[config.mk]
export PLATFORM = sky130hd
export DESIGN_NAME = atm_session_ctrl
export DESIGN_NICKNAME = d
export VERILOG_FILES = /design/src/rtl/atm_session_ctrl.sv
export SDC_FILE = /design/constraint.sdc
export NUM_CORES = 1
export LEC_CHECK = 0
export CAP_MARGIN = 10
export CORE_ASPECT_RATIO = 1.25
export CORE_MARGIN = 1.5
export CORE_UTILIZATION = 50
export CTS_CLUSTER_DIAMETER = 150
export DETAILED_ROUTE_END_ITERATION = 8
export DONT_BUFFER_PORTS = 1
export HOLD_SLACK_MARGIN = 0.1
export PLACE_DENSITY = 0.77
export SLEW_MARGIN = 20
export SYNTH_ARGS = -nofsm -noshare
export SYNTH_HDL_FRONTEND = slang
export SYNTH_SLANG_ARGS = --single-unit
[constraint.sdc]
create_clock -name clk -period 13 [get_ports clk]
set_clock_uncertainty 0.15 [all_clocks]
set_input_delay 2.6 -clock clk [delete_from_list [all_inputs] [get_ports clk]]
set_output_delay 2.6 -clock clk [all_outputs]
set_load 0.005 [all_outputs]
[src/rtl/atm_session_ctrl.sv]
// atm_session_ctrl: PIN-gated ATM session controller with per-card balances,
// per-card wrong-PIN lockout, digit delete and a dispense handshake.
// Build option: define TIMEOUT_EN to add the inactivity timeout (and the
// TIMEOUT_CYC parameter); without it every state waits indefinitely.
//
// state    | meaning
// ---------+-----------------------------------------------------------
// IDLE 0   | no session, waiting for exactly one card
// PIN 1    | collecting PIN digits for the latched card
// MENU 2   | authenticated, waiting for an amount key or 'no'
// DISP 3   | cash presented, waiting for take_money
// RECEIPT 4| transaction done, 'yes' for another, 'no' to finish
// NOFUNDS 5| requested amount exceeded balance, any key returns to MENU
// LOCKED 6 | card locked out, held until the card is removed
// DONE 7   | session finished, held until the card is removed
module atm_session_ctrl #(
   parameter int PIN_LEN   = 6,
   parameter int NUM_CARDS = 5,
   parameter int MAX_TRIES = 3,
   parameter int BAL_W     = 16,
   parameter int INIT_BAL  = 5000
`ifdef TIMEOUT_EN
   ,
   parameter int TIMEOUT_CYC = 2**24
`endif
) (
   input  logic                           clk,
   input  logic                           reset,
   input  logic [NUM_CARDS-1:0]           card_in,
   input  logic [NUM_CARDS*4*PIN_LEN-1:0] pin_table,
   input  logic                           key_vld,
   input  logic [4:0]                     key_code,
   input  logic                           take_money,
   output logic [3:0]                     state,
   output logic [3:0]                     which_place,
   output logic [2:0]                     tries_left,
   output logic                           disp_vld,
   output logic [BAL_W-1:0]               disp_amt,
   output logic [BAL_W-1:0]               balance,
   output logic                           warning
);

   localparam int PIN_W = 4 * PIN_LEN;
   localparam int IDX_W = (NUM_CARDS > 1) ? $clog2(NUM_CARDS) : 1;

   localparam logic [3:0] S_IDLE    = 4'd0;
   localparam logic [3:0] S_PIN     = 4'd1;
   localparam logic [3:0] S_MENU    = 4'd2;
   localparam logic [3:0] S_DISP    = 4'd3;
   localparam logic [3:0] S_RECEIPT = 4'd4;
   localparam logic [3:0] S_NOFUNDS = 4'd5;
   localparam logic [3:0] S_LOCKED  = 4'd6;
   localparam logic [3:0] S_DONE    = 4'd7;

   localparam logic [4:0] K_ENTER = 5'd10;
   localparam logic [4:0] K_CLEAR = 5'd11;
   localparam logic [4:0] K_BACK  = 5'd12;
   localparam logic [4:0] K_A     = 5'd13;
   localparam logic [4:0] K_F     = 5'd18;
   localparam logic [4:0] K_YES   = 5'd19;
   localparam logic [4:0] K_NO    = 5'd20;

   logic [3:0]           state_q, state_d;
   logic [3:0]           place_q, place_d;
   logic [PIN_W-1:0]     pin_q, pin_d, pin_ref;
   logic [IDX_W-1:0]     idx_q, idx_d, card_idx;
   logic [BAL_W-1:0]     bal_q [NUM_CARDS];
   logic [BAL_W-1:0]     bal_d [NUM_CARDS];
   logic [2:0]           fail_q [NUM_CARDS];
   logic [2:0]           fail_d [NUM_CARDS];
   logic [NUM_CARDS-1:0] lock_q, lock_d;
   logic                 dvld_q, dvld_d;
   logic [BAL_W-1:0]     damt_q, damt_d;
   logic [BAL_W-1:0]     bal_out_q, bal_out_d;
   logic [2:0]           tries_q, tries_d;
   logic                 warn_q, warn_d;
   logic [BAL_W-1:0]     amt_sel;
   logic                 card_ok, key_ev, to_fire;

   // Card presence check, one-hot encode and PIN lookup for the latched card
   always_comb begin
      card_ok  = (card_in != '0) && ((card_in & (card_in - NUM_CARDS'(1))) == '0);
      card_idx = '0;
      pin_ref  = '0;
      for (int k = 0; k < NUM_CARDS; k++) begin
         if (card_in[k]) card_idx = IDX_W'(k);
         if (idx_q == IDX_W'(k)) pin_ref = pin_table[k*PIN_W +: PIN_W];
      end
   end

   // Withdrawal amount for keys a..f
   always_comb begin
      case (key_code)
         5'd13:   amt_sel = BAL_W'(100);
         5'd14:   amt_sel = BAL_W'(200);
         5'd15:   amt_sel = BAL_W'(500);
         5'd16:   amt_sel = BAL_W'(1000);
         5'd17:   amt_sel = BAL_W'(2000);
         5'd18:   amt_sel = BAL_W'(5000);
         default: amt_sel = '0;
      endcase
   end

`ifdef TIMEOUT_EN
   localparam int TO_W = $clog2(TIMEOUT_CYC + 1);
   logic [TO_W-1:0] to_q, to_d;

   assign to_fire = (to_q == '0) && !key_vld && !take_money &&
                    ((state_q == S_PIN) || (state_q == S_MENU) ||
                     (state_q == S_RECEIPT) || (state_q == S_NOFUNDS));

   // Idle down-counter: reload on any activity or state change, hold at terminal count
   always_comb begin
      if (key_vld || take_money || (state_d != state_q)) to_d = TO_W'(TIMEOUT_CYC - 1);
      else if (to_q != '0)                                to_d = to_q - TO_W'(1);
      else                                                to_d = to_q;
   end

   // Timer register
   always_ff @(posedge clk) begin
      if (reset) to_q <= TO_W'(TIMEOUT_CYC - 1);
      else       to_q <= to_d;
   end
`else
   assign to_fire = 1'b0;
`endif

   // Session FSM; card removal outranks everything except an open dispense
   always_comb begin
      state_d = state_q;
      place_d = place_q;
      pin_d   = pin_q;
      idx_d   = idx_q;
      bal_d   = bal_q;
      fail_d  = fail_q;
      lock_d  = lock_q;
      dvld_d  = dvld_q;
      damt_d  = damt_q;
      key_ev  = key_vld && !take_money;
      if ((state_q != S_IDLE) && (state_q != S_DISP) && !card_ok) begin
         state_d = S_IDLE;
         place_d = '0;
         pin_d   = '0;
      end else if (to_fire) begin
         state_d = S_DONE;
         place_d = '0;
         pin_d   = '0;
      end else begin
         case (state_q)
            S_IDLE: if (card_ok) begin
               idx_d   = card_idx;
               state_d = lock_q[card_idx] ? S_LOCKED : S_PIN;
               place_d = '0;
               pin_d   = '0;
            end
            S_PIN: if (key_ev) begin
               if (key_code <= 5'd9) begin
                  if (place_q < 4'(PIN_LEN)) begin
                     pin_d[(PIN_LEN - 1 - int'(place_q))*4 +: 4] = key_code[3:0];
                     place_d = place_q + 4'd1;
                  end
               end else if (key_code == K_BACK) begin
                  if (place_q != 4'd0) begin
                     pin_d[(PIN_LEN - int'(place_q))*4 +: 4] = 4'd0;
                     place_d = place_q - 4'd1;
                  end
               end else if (key_code == K_CLEAR) begin
                  place_d = '0;
                  pin_d   = '0;
               end else if ((key_code == K_ENTER) && (place_q == 4'(PIN_LEN))) begin
                  place_d = '0;
                  pin_d   = '0;
                  if (pin_q == pin_ref) begin
                     fail_d[idx_q] = 3'd0;
                     state_d       = S_MENU;
                  end else begin
                     fail_d[idx_q] = fail_q[idx_q] + 3'd1;
                     if ((fail_q[idx_q] + 3'd1) == 3'(MAX_TRIES)) begin
                        lock_d[idx_q] = 1'b1;
                        state_d       = S_LOCKED;
                     end
                  end
               end
            end
            S_MENU: if (key_ev) begin
               if ((key_code >= K_A) && (key_code <= K_F)) begin
                  if (amt_sel <= bal_q[idx_q]) begin
                     state_d = S_DISP;
                     dvld_d  = 1'b1;
                     damt_d  = amt_sel;
                  end else begin
                     state_d = S_NOFUNDS;
                  end
               end else if (key_code == K_NO) begin
                  state_d = S_DONE;
               end
            end
            S_DISP: if (take_money) begin
               bal_d[idx_q] = bal_q[idx_q] - damt_q;
               dvld_d       = 1'b0;
               damt_d       = '0;
               state_d      = S_RECEIPT;
            end
            S_RECEIPT: if (key_ev) begin
               if (key_code == K_YES)     state_d = S_MENU;
               else if (key_code == K_NO) state_d = S_DONE;
            end
            S_NOFUNDS: if (key_ev) state_d = S_MENU;
            S_LOCKED, S_DONE: ;
            default: state_d = S_IDLE;
         endcase
      end
      warn_d = (state_d == S_LOCKED) || (state_d == S_NOFUNDS);
      if (state_d == S_IDLE) begin
         bal_out_d = '0;
         tries_d   = '0;
      end else begin
         bal_out_d = bal_d[idx_d];
         tries_d   = 3'(MAX_TRIES) - fail_d[idx_d];
      end
   end

   // State, per-card bookkeeping and registered outputs
   always_ff @(posedge clk) begin
      if (reset) begin
         state_q   <= S_IDLE;
         place_q   <= '0;
         pin_q     <= '0;
         idx_q     <= '0;
         lock_q    <= '0;
         dvld_q    <= 1'b0;
         damt_q    <= '0;
         bal_out_q <= '0;
         tries_q   <= '0;
         warn_q    <= 1'b0;
         for (int k = 0; k < NUM_CARDS; k++) begin
            bal_q[k]  <= BAL_W'(INIT_BAL);
            fail_q[k] <= '0;
         end
      end else begin
         state_q   <= state_d;
         place_q   <= place_d;
         pin_q     <= pin_d;
         idx_q     <= idx_d;
         lock_q    <= lock_d;
         dvld_q    <= dvld_d;
         damt_q    <= damt_d;
         bal_out_q <= bal_out_d;
         tries_q   <= tries_d;
         warn_q    <= warn_d;
         bal_q     <= bal_d;
         fail_q    <= fail_d;
      end
   end

   assign state       = state_q;
   assign which_place = place_q;
   assign tries_left  = tries_q;
   assign disp_vld    = dvld_q;
   assign disp_amt    = damt_q;
   assign balance     = bal_out_q;
   assign warning     = warn_q;

endmodule

# Yosys cells after proc, flatten, opt, wreduce, memory -nomap -nowiden
# Index checks and enable logic that the tools add are counted.
# W data, S select, Z words.
# totals
reg_bits,172
out_inout_bits,45
# op_classes
n_addsub,10
n_lt_le_gt_ge,11
n_eq_ne,37
n_shift,4
muxes,95
bitwise,11
n_reduce_logical,26
# ops
operator,n
$mux W24,13
$mux W80,3
$mux W16,9
$mux W15,8
$bmux W16 S3,2
$mux W4,24
$bwmux W80,1
$pmux W13 S6,1
$neg A7 Y33,2
$shift A4 B33 Y24 const A,2
$bwmux W24,2
$demux W16 S3,1
$pmux W24 S2,1
$mux W3,11
$shiftx A4 B33 Y24,1
$shiftx A4 B33 Y24 const A,1
$pmux W16 S2,1
$eq A5 B4 Y1 const B,6
$eq A4 B3 Y1 const B,7
$pmux W4 S7,1
$eq A5 B5 Y1 const B,5
$eq A24 B24 Y1,1
$bmux W3 S3,2
$le A16 B16 Y1,1
51 further kinds,88

# Logic depth before layout (Yosys ltp)
# Gate-level depths: netlist of run 1.
# logic_depth
ltp_word,19
mapped_depth,21
mapped_depth_nobuf,16

# Worst setup path after synthesis of run 1
# No wires, ideal clock.
# synth_path
path_kind,input-to-reg
from,in key_code[3]
to,"reg damt_q[10], in the netlist disp_amt[10]"
arrival_ns,5.673
required_time_ns,12.722
slack_ns,7.050
cell_stages,15
path_cell_list,clkbuf_1 or3b_2 or2_2 o21bai_1 ha_1 nand3_1 nor3_1 nand2_1 a2111oi_0 nor4_2 o21a_1 or3_1 clkbuf_1 a22oi_1 nor2_1
# synth_via
elab_chain_cells,6
word_cells_on_any_way,18
cone_classes,order compare: 3; eq/ne: 8; mux: 5; reduce/logical: 2
# synth_rtl
item,line,source
"start, declared",32,"input logic [4:0] key_code,"
branches (longest 6 deep; another with $le A16 B16 Y1),n/a,
"end signal, assigned",247,damt_q <= damt_d;
"end, declared",73,"logic [BAL_W-1:0] damt_q, damt_d;"
# Parallel ways; which one is timed is not known. The select of a mux whose other input is x is not followed.
# A chain may end at the register's enable or synchronous reset.

# Worst setup path in the final report of run 1
# layout_path
from,in key_code[2]
to,"reg bal_out_q[6], in the netlist balance[6]"
# layout_via
elab_chain_cells,11
word_cells_on_any_way,33
cone_classes,order compare: 4; eq/ne: 11; mux: 14; reduce/logical: 4
# layout_rtl
item,line,source
branches (longest 7 deep; another with $le A16 B16 Y1),n/a,
$pmux W4 S7 (*),149,case (state_q)
$mux W4 (*),140,if ((state_q != S_IDLE) && (state_q != S_DISP) && !card_ok) begin
$logic_not A4 Y1 (*),214,if (state_d == S_IDLE) begin
$reduce_or A2 Y1 (no line) (*),n/a,
"end signal, assigned",248,bal_out_q <= bal_out_d;
"end, declared",74,"logic [BAL_W-1:0] bal_out_q, bal_out_d;"
# Mark *: on every way between the ends.

==> results of run 1 <==
==> critical path, cell delays in order <==
cell and delay (ns):
sky130_fd_sc_hd__or3b_2 0.50, sky130_fd_sc_hd__or2_2 0.33, sky130_fd_sc_hd__o21bai_1 0.22, sky130_fd_sc_hd__ha_1 0.19, sky130_fd_sc_hd__nand3_1 0.09, sky130_fd_sc_hd__nor3_1 0.24, sky130_fd_sc_hd__nand2_1 0.07, sky130_fd_sc_hd__a2111oi_0 0.53
sky130_fd_sc_hd__nor4_2 0.13, sky130_fd_sc_hd__o211ai_1 0.20, sky130_fd_sc_hd__nand3_1 0.17, sky130_fd_sc_hd__o31ai_4 0.89, sky130_fd_sc_hd__and3b_1 0.27
==> layout make-up <==
| cell class | instances | area share |
|---|---|---|
| clock inverter | 10 | 0.0115 |
| clock buffer | 20 | 0.0385 |
| tap | 292 | 0.0293 |
| inverter | 36 | 0.0109 |
| multi-input combinational | 1222 | 0.634 |
| timing repair buffer | 14 | 0.00844 |
| sequential | 166 | 0.268 |
==> sequential cells by signal, summed over array words and instances (netlist names) <==
signal / cells
bal_q: 80
pin_q: 24
tries_left: 3
warning: 1
state: 4
lock_q: 5
disp_vld: 1
idx_q: 3
fail_q: 15
balance: 16
disp_amt: 10
which_place: 4
==> cells by family (layout without fill, tap and decap cells) <==
kind of cell | Yosys count | count (layout) | share of synthesized area
AND/OR/NAND/NOR | 602 | 602 | 0.247
flip-flops | 166 | 166 | 0.279
multiplexers | 87 | 87 | 0.0866
buffers and inverters | 151 | 80 | 0.0622
other | 1 | 7 | 0.000315
XOR/XNOR | 27 | 27 | 0.0210
AO/OA/AOI/OAI | 454 | 454 | 0.257
adder cells (fa/ha/maj) | 45 | 45 | 0.0479
==> cells in the final DEF (no fill, tap or decap), types with 14 or more instances in the layout <==
master and count:
sky130_fd_sc_hd__o21ai_0 56, sky130_fd_sc_hd__o2111ai_1 14, sky130_fd_sc_hd__o221ai_1 22, sky130_fd_sc_hd__mux2_2 18, sky130_fd_sc_hd__nand3_1 33, sky130_fd_sc_hd__nor2b_1 33, sky130_fd_sc_hd__mux2i_1 57, sky130_fd_sc_hd__o21a_1 20
sky130_fd_sc_hd__nor2_1 195, sky130_fd_sc_hd__nand2_1 161, sky130_fd_sc_hd__a211o_1 18, sky130_fd_sc_hd__buf_4 14, sky130_fd_sc_hd__dfxtp_1 163, sky130_fd_sc_hd__a21oi_1 136, sky130_fd_sc_hd__clkbuf_16 19, sky130_fd_sc_hd__a211oi_1 23
sky130_fd_sc_hd__xnor2_1 15, sky130_fd_sc_hd__ha_1 44, sky130_fd_sc_hd__inv_1 34, sky130_fd_sc_hd__a22oi_1 39, sky130_fd_sc_hd__nand2b_1 30, sky130_fd_sc_hd__nor3_1 39
==> routing by layer <==
metal | routed length, µm | up-vias | global-route usage
li1 | - | 5431 | -
met1 | 15500 | 5551 | 0.400
met2 | 17200 | 697 | 0.482
met3 | 4240 | 119 | 0.0763
met4 | 1320 | 2 | 0.116
met5 | 37 | - | 0
==> worst paths after layout <==
path / to / cells after the start / slack (ns)
hold reg to reg: fail_q[9] / 2 / 0.32
hold / removal: fail_q[9] / 2 / 0.32
setup reg to reg: balance[12] / 15 / 7.18
setup / recovery: balance[6] / 13 / 6.75
==> power by group <==
| part | switching [mW] | internal (mW) | total, mW |
|---|---|---|---|
| clock | 0.219 | 0.324 | 0.543 |
| combinational | 0.0704 | 0.0414 | 0.112 |
| sequential | 0.00230 | 0.509 | 0.511 |
==> per-stage QoR <==
step	setup WS [ns]	total power [mW]	utilization	cell area [µm²]
final	6.75	1.17	0.528	12400
after detailed placement	6.40	0.631	0.502	11800
after global placement	6.42	0.629	0.502	11800
after CTS	6.86	1.16	0.528	12400
after global routing	6.61	1.20	0.528	12400
after floorplan	7.05	0.617	-	11900
==> reports/metrics.yaml, run 1 <==
outcome: "finished, final reports clean"
area_used_by_multi_input_combinational_logic_um2: 7890
worst_relative_slew_slack: 0.206
period_share: 0.481
post_drt_via_cell_ratio: 6.70
end_kind: "flop"
floorplan.die.height_um: 176
synth_common_cells: "195 x sky130_fd_sc_hd__nor2_1, 166 x sky130_fd_sc_hd__dfxtp_1, 161 x sky130_fd_sc_hd__nand2_1"
hold_buffers: 0
synth-warning-count: 0
yosys.area.top_type_share: 0.279
cell_count_after_placement: 1730
inserted_clock_buffers: 17
max-cap-violations: 0
drc: 0
first_pass_grt_wire_length_um: 60100
maxClockFrequency_ghz: 0.160
number_of_endpoints_with_negative_hold_slack_in_the_final_report: 0
worstReg2RegStart: "idx_q[2]"
synth-seq-area-share: 0.279
yosys-top-cells-area: "sky130_fd_sc_hd__dfxtp_1 28%, sky130_fd_sc_hd__nor2_1 6.1%, sky130_fd_sc_hd__a21oi_1 5.7%"
p_per_area_nw_per_um2: 93.6
worstMarginPinSlew_ns: 1.19
first_global_vias: 11004
nNetsFinal: 1636
grt-ovfl-total: 0
final_setup_violation_count: 0
ctsHtreeMaxLevel: 4
fin_setup_tns_ns: 0
num_vias: 11800
total_routed_wirelength_um: 38300
hold_path_class: "reg -> reg"
layout_min_cycle_time_ns: 6.25
synth-main-ff-cell: "sky130_fd_sc_hd__dfxtp_1"
fp.dieW_um: 141
p_leak_nw: 4.42
critPathRequiredTime_ns: 13.19
async_reset_ff_frac: 0
vdd_ir_drop_max_mv: 0.102
syn-instance-count: 1533
cts.path.max_buffers: 2
post_drt_wl_per_cell_um: 21.8
hold_path_startpoint: "fail_q[9]"
rows: 63
io_pins: 179
timing.critical_path.arrival_ns: 6.44
initial_antenna_violation_count: 0
filler_cell_count: 2189
area_enclosed_by_the_die_boundary_um2: 24800
design.core.area_um2: 23600
buffer_ports.inserted: 0
cts-root-buf: "sky130_fd_sc_hd__clkbuf_16"
timing.setup.critical_path_class: "in -> reg"
start_util: 0.506
report.final.slew_viol_count: 0
critical_path.startpoint_type: "primary input"
cts_setup_buffers: 0
netlist_area_before_placement_um2: 11900
ys_ff_latch: 166
routabilityCongestion: 1.02
number_of_synthesized_flops_with_an_enable_pin: 0
first_iter_violations: 1369
timing.critical_path.from: "key_code[2]"
hpwlAfterDp_um: 27100
gr-usage-all-layers: 0.305
drt-pass1-iter-count: 6
post-synth-top-count-cell: "sky130_fd_sc_hd__nor2_1"
antenna_cells: 0
final_cell_count_no_fill: 1760
clk_latency_ns: 0.45
synth_top_area_cell: "sky130_fd_sc_hd__dfxtp_1"
tritoncts: "yes"
yosys.cell_types.count: 84
cts.sink_count: 166
cts.reportedPaths.clkPinSlew_ns: 0.07
mean_post_synth_cell_area_um2: 7.78
final-seq-area_um2: 3330
finalHoldWorstSlack_ns: 0.318
rsz0062_at_grt: "false"
grt_max_degree: 117
worst-path-max-fanout: 19
cts_repair_resize_count: 0
area.growth.synth_to_final_pct: 4.43
detail-route-antenna-nets: 0
layout-drive-gt1-share: 0.0790
(Power assumes the default switching activity.)
==> inputs of run 2 (changes only) <==
Settings changed: PLACE_DENSITY 0.77 to 0.8.
Clock period 13 ns to 5.7 ns, I/O delays scaled along.
==> reports/metrics.yaml, run 2 (synthesis gave the netlist of run 1 again) <==
outcome: "finished, final reports clean"
report.final.slew_viol_count: 0
tritoncts: "yes"
ctsHtreeMaxLevel: 4
p_per_area_nw_per_um2: 211
cell_count_after_placement: 1735
p_leak_nw: 4.44
timing.setup.critical_path_class: "reg -> reg"
antenna_cells: 0
layout-drive-gt1-share: 0.0840
nNetsFinal: 1642
clk_latency_ns: 0.45
cts.sink_count: 166
largest_register: "bal_q"
cts_repair_resize_count: 0
initial_antenna_violation_count: 0
cts-root-buf: "sky130_fd_sc_hd__clkbuf_16"
final_cell_count_no_fill: 1768
finalHoldWorstSlack_ns: 0.325
hpwlAfterDp_um: 27600
area.growth.synth_to_final_pct: 4.74
period_share: 0.832
layout_min_cycle_time_ns: 4.74
finalCoreUtilization: 0.530
vdd_ir_drop_max_mv: 0.224
cts.reportedPaths.clkPinSlew_ns: 0.07
cts_setup_buffers: 0
critPathRequiredTime_ns: 5.88
timing.critical_path.from: "which_place[0]"
max_reg_flops: 80
first_iter_violations: 1479
buffer_ports.inserted: 0
layout_commonest_cell: "sky130_fd_sc_hd__nor2_1"
first_pass_grt_wire_length_um: 60200
grt-ovfl-total: 0
design.core.area_um2: 23600
cpMaxStageDelayCell: "sky130_fd_sc_hd__dfxtp_1"
fin_setup_tns_ns: 0
end_kind: "flop"
critical_path.most_common_cell: "sky130_fd_sc_hd__ha_1"
gr-usage-all-layers: 0.306
routabilityCongestion: 0.972
worstMarginPinSlew_ns: 1.18
number_of_endpoints_with_negative_hold_slack_in_the_final_report: 0
worst_relative_slew_slack: 0.211
io_pins: 179
seq_power_share: 0.443
start_util: 0.506
floorplan.die.height_um: 176
worstReg2RegStart: "which_place[0]"
internal-power_mw: 1.93
critical_path.startpoint_type: "flop"
rows: 63
grt_max_degree: 120
hold_path_class: "reg -> reg"
clock_network_fraction_of_design_power: 0.459
num_vias: 11870
detail-route-antenna-nets: 0
worst-path-max-fanout: 19
post_drt_via_cell_ratio: 6.71
maxClockFrequency_ghz: 0.211
max-cap-violations: 0
first_global_vias: 11090
post_drt_wl_per_cell_um: 21.9
critPathMaxStageDelay_ns: 0.73
filler_cell_count: 2140
layout_common_cells: "195 x sky130_fd_sc_hd__nor2_1, 163 x sky130_fd_sc_hd__dfxtp_1, 161 x sky130_fd_sc_hd__nand2_1, 136 x sky130_fd_sc_hd__a21oi_1, 57 x sky130_fd_sc_hd__mux2i_1"
inserted_clock_buffers: 17
cts.path.max_buffers: 2
hold_path_startpoint: "bal_q[15]"
fp.dieW_um: 141
power_switching_mw: 0.701
drc: 0
total_routed_wirelength_um: 38600
path_cells: "ha_1 > xor2_1 > nand2_1 > or2_2 > inv_1 > ha_1 > or4b_2 > nor3_1 > o21bai_1 > or4b_1 > o21a_1 > o21ai_1 > nand2b_1 > mux2i_1"
drt-pass1-iter-count: 6
area_enclosed_by_the_die_boundary_um2: 24800
timing.critical_path.arrival_ns: 4.92
share_comb_of_total_power: 0.097
hold_buffers: 0
rsz0062_at_grt: "false"
final_setup_violation_count: 0
switching_share: 0.266
[run 2: cell types whose count changed in the layout (fill, tap and decap cells not counted), moves of 2 or more]
cell	previous run	this run
sky130_fd_sc_hd__inv_6	1	5
sky130_fd_sc_hd__inv_8	0	3
sky130_fd_sc_hd__clkbuf_16	19	17
sky130_fd_sc_hd__buf_4	14	18
[run 2: area by class of cell]
class / count / area (µm²) / area share
Clock buffer: 19 / 443 / 0.0355
Clock inverter: 13 / 160 / 0.0128
Inverter: 36 / 135 / 0.0108
Multi-Input combinational cell: 1222 / 7890 / 0.632
Sequential cell: 166 / 3330 / 0.267
Tap cell: 292 / 365 / 0.0293
Timing Repair Buffer: 20 / 163 / 0.0130
[run 2: critical path, delay by kind of cell (launching register included)]
kind,cells,cell delay (ns)
compound gates,3,0.45
xor+xnor,1,0.40
fa+ha+maj,2,0.63
buf+inv,1,0.06
flops,1,0.73
mux,1,0.16
simple gates,6,2.03
[run 2: power groups by stage]
stage | Combinational (mW) | Clock, mW | Sequential, mW
floorplan | 0.218 | 0 | 1.19
global placement | 0.243 | 0 | 1.19
detailed placement | 0.247 | 0 | 1.19
CTS | 0.249 | 1.21 | 1.17
global route | 0.276 | 1.26 | 1.17
finish | 0.256 | 1.21 | 1.17
[run 2: layer usage]
metal / up-vias / global-route usage / part of all wire
met5: - / 0 / 0
met4: 0 / 0.150 / 0.044
met3: 134 / 0.0823 / 0.12
met2: 763 / 0.476 / 0.45
met1: 5524 / 0.392 / 0.39
li1: 5449 / - / -
[run 2: per-stage QoR]
| step | total power [mW] | cell area [µm²] | setup slack [ns] |
|---|---|---|---|
| after floorplan | 1.41 | 11900 | 0.945 |
| after global placement | 1.44 | 11900 | 1.01 |
| after detailed placement | 1.44 | 11900 | 0.920 |
| after CTS | 2.62 | 12500 | 1.03 |
| after global routing | 2.70 | 12500 | 0.669 |
| final | 2.63 | 12500 | 0.957 |
[run 2: worst paths after layout]
check                    to  slack, ns  depth (start not counted)
setup / recovery   pin_q[8]       0.96                         14
hold / removal    bal_q[15]       0.32                          2
setup reg to reg   pin_q[8]       0.96                         14
hold reg to reg   bal_q[15]       0.32                          2
==> inputs of run 3 (changes only) <==
Settings changed: PLACE_DENSITY 0.8 to 0.77.
Clock period 5.7 ns to 5 ns, I/O delays scaled along.
==> reports/metrics.yaml, run 3 (synthesis gave the netlist of run 1 again) <==
post_drt_wl_per_cell_um: 21.5
nNetsFinal: 1660
seq_power_share: 0.425
inserted_clock_buffers: 17
layout_min_cycle_time_ns: 4.60
path_cells: "buf_4 > buf_4 > mux2i_1 > a21oi_1 > a22o_1 > a221o_1 > nor4_1 > nand3_2 > a221oi_1 > nor3_1 > nor3_1"
num_vias: 11828
io_pins: 179
worstMarginPinSlew_ns: 1.05
cts_repair_resize_count: 0
cts-root-buf: "sky130_fd_sc_hd__clkbuf_16"
p_leak_nw: 4.55
routabilityCongestion: 0.981
max-cap-violations: 0
ctsHtreeMaxLevel: 4
grt_max_degree: 117
max_reg_flops: 80
final-seq-area_um2: 3330
critical_path.startpoint_type: "flop"
fin_total_pwr_mw: 3.13
placed_cell_area_um2: 12000
stdcell_area_um2: 12700
design.core.area_um2: 23600
worst_relative_slew_slack: 0.294
timing.setup.critical_path_class: "reg -> reg"
rsz0062_at_grt: "false"
area_used_by_multi_input_combinational_logic_um2: 7890
first_pass_grt_wire_length_um: 59900
filler_cell_count: 2137
hold_buffers: 0
clk_latency_ns: 0.44
hpwlAfterDp_um: 27400
antenna_cells: 0
worst-path-max-fanout: 62
end_kind: "flop"
internal-power_mw: 2.34
post_drt_via_cell_ratio: 6.62
outcome: "finished, final reports clean"
detail-route-antenna-nets: 0
finalCoreUtilization: 0.538
final_cell_count_no_fill: 1786
final_setup_violation_count: 0
floorplan.die.height_um: 176
cpMaxStageDelayCell: "sky130_fd_sc_hd__buf_4"
initial_antenna_violation_count: 0
drt-pass1-iter-count: 6
cts.path.max_buffers: 2
area_enclosed_by_the_die_boundary_um2: 24800
cts_setup_buffers: 0
cts.reportedPaths.clkPinSlew_ns: 0.07
largest_register: "bal_q"
maxClockFrequency_ghz: 0.217
first_iter_violations: 1276
p_per_area_nw_per_um2: 247
rows: 63
fp.dieW_um: 141
area.growth.synth_to_final_pct: 6.27
first_global_vias: 10861
gr-usage-all-layers: 0.305
switching_share: 0.252
power_switching_mw: 0.789
layout-drive-gt1-share: 0.0950
vdd_ir_drop_max_mv: 0.248
layout_commonest_cell: "sky130_fd_sc_hd__nor2_1"
start_util: 0.506
total_routed_wirelength_um: 38400
number_of_endpoints_with_negative_hold_slack_in_the_final_report: 0
grt-ovfl-total: 0
tritoncts: "yes"
fin_setup_tns_ns: 0
report.final.slew_viol_count: 0
cell_count_after_placement: 1754
timing.critical_path.arrival_ns: 4.80
cts.sink_count: 166
critPathMaxStageDelay_ns: 0.67
layout_common_cells: "195 x sky130_fd_sc_hd__nor2_1, 163 x sky130_fd_sc_hd__dfxtp_1, 161 x sky130_fd_sc_hd__nand2_1, 136 x sky130_fd_sc_hd__a21oi_1, 57 x sky130_fd_sc_hd__mux2i_1"
share_comb_of_total_power: 0.095
clock_network_fraction_of_design_power: 0.480
period_share: 0.920
critPathRequiredTime_ns: 5.20
hold_path_class: "reg -> reg"
buffer_ports.inserted: 0
drc: 0
run 3: cell types whose count changed in the layout (fill, tap and decap cells not counted), sizes merged:
| cell | change |
|---|---|
| clkbuf | -3 |
| buf | +19 |
| clkinvlp | +1 |
| bufinv | +3 |
| inv | -2 |
run 3: area by class of cell:
cell class,count,share of cell area
multi-input cells,1222,0.622
clock inverters,15,0.0190
repair buffers,38,0.0225
inverters,36,0.0107
flip-flops and latches,166,0.263
clock buffers,17,0.0336
well taps,292,0.0288
run 3: per-stage QoR:
step | setup slack, ns | hold slack, ns
6_report | 0.398 | 0.324
3_5_place_dp | 0.425 | 0.310
2_1_floorplan | 0.245 | 0.290
5_1_grt | 0.0877 | 0.339
4_1_cts | 0.464 | 0.319
3_3_place_gp | 0.508 | 0.294
run 3: power groups by stage:
| stage | registers [mW] | clock network [mW] | logic [mW] |
|---|---|---|---|
| after floorplan | 1.36 | 0 | 0.248 |
| after global placement | 1.36 | 0 | 0.284 |
| after detailed placement | 1.36 | 0 | 0.289 |
| after CTS | 1.33 | 1.51 | 0.290 |
| after global routing | 1.33 | 1.56 | 0.322 |
| final | 1.33 | 1.50 | 0.297 |
run 3: worst max-delay path: cells and delay by family, from the launching register on:
family	cells	cell delay [ns]
buffers and inverters	2	1.29
muxes	1	0.41
DFF	1	0.50
AOI/OAI and AO/OA	4	1.04
and+or+nand+nor	4	1.06
run 3: metal layers:
layer	vias to the layer above	track usage	share of wire
li1	5480	-	-
met1	5593	0.395	0.40
met2	638	0.488	0.46
met4	0	0.129	0.037
met3	117	0.0714	0.10
met5	-	0	0
run 3: path summary, 6_finish.rpt:
kind / from / end / slack (ns) / cells past startpoint
hold reg to reg: bal_q[53] / bal_q[53] / 0.32 / 2
setup / recovery: idx_q[0] / tries_left[0] / 0.40 / 11
hold / removal: bal_q[53] / bal_q[53] / 0.32 / 2
setup reg to reg: idx_q[0] / tries_left[0] / 0.40 / 11
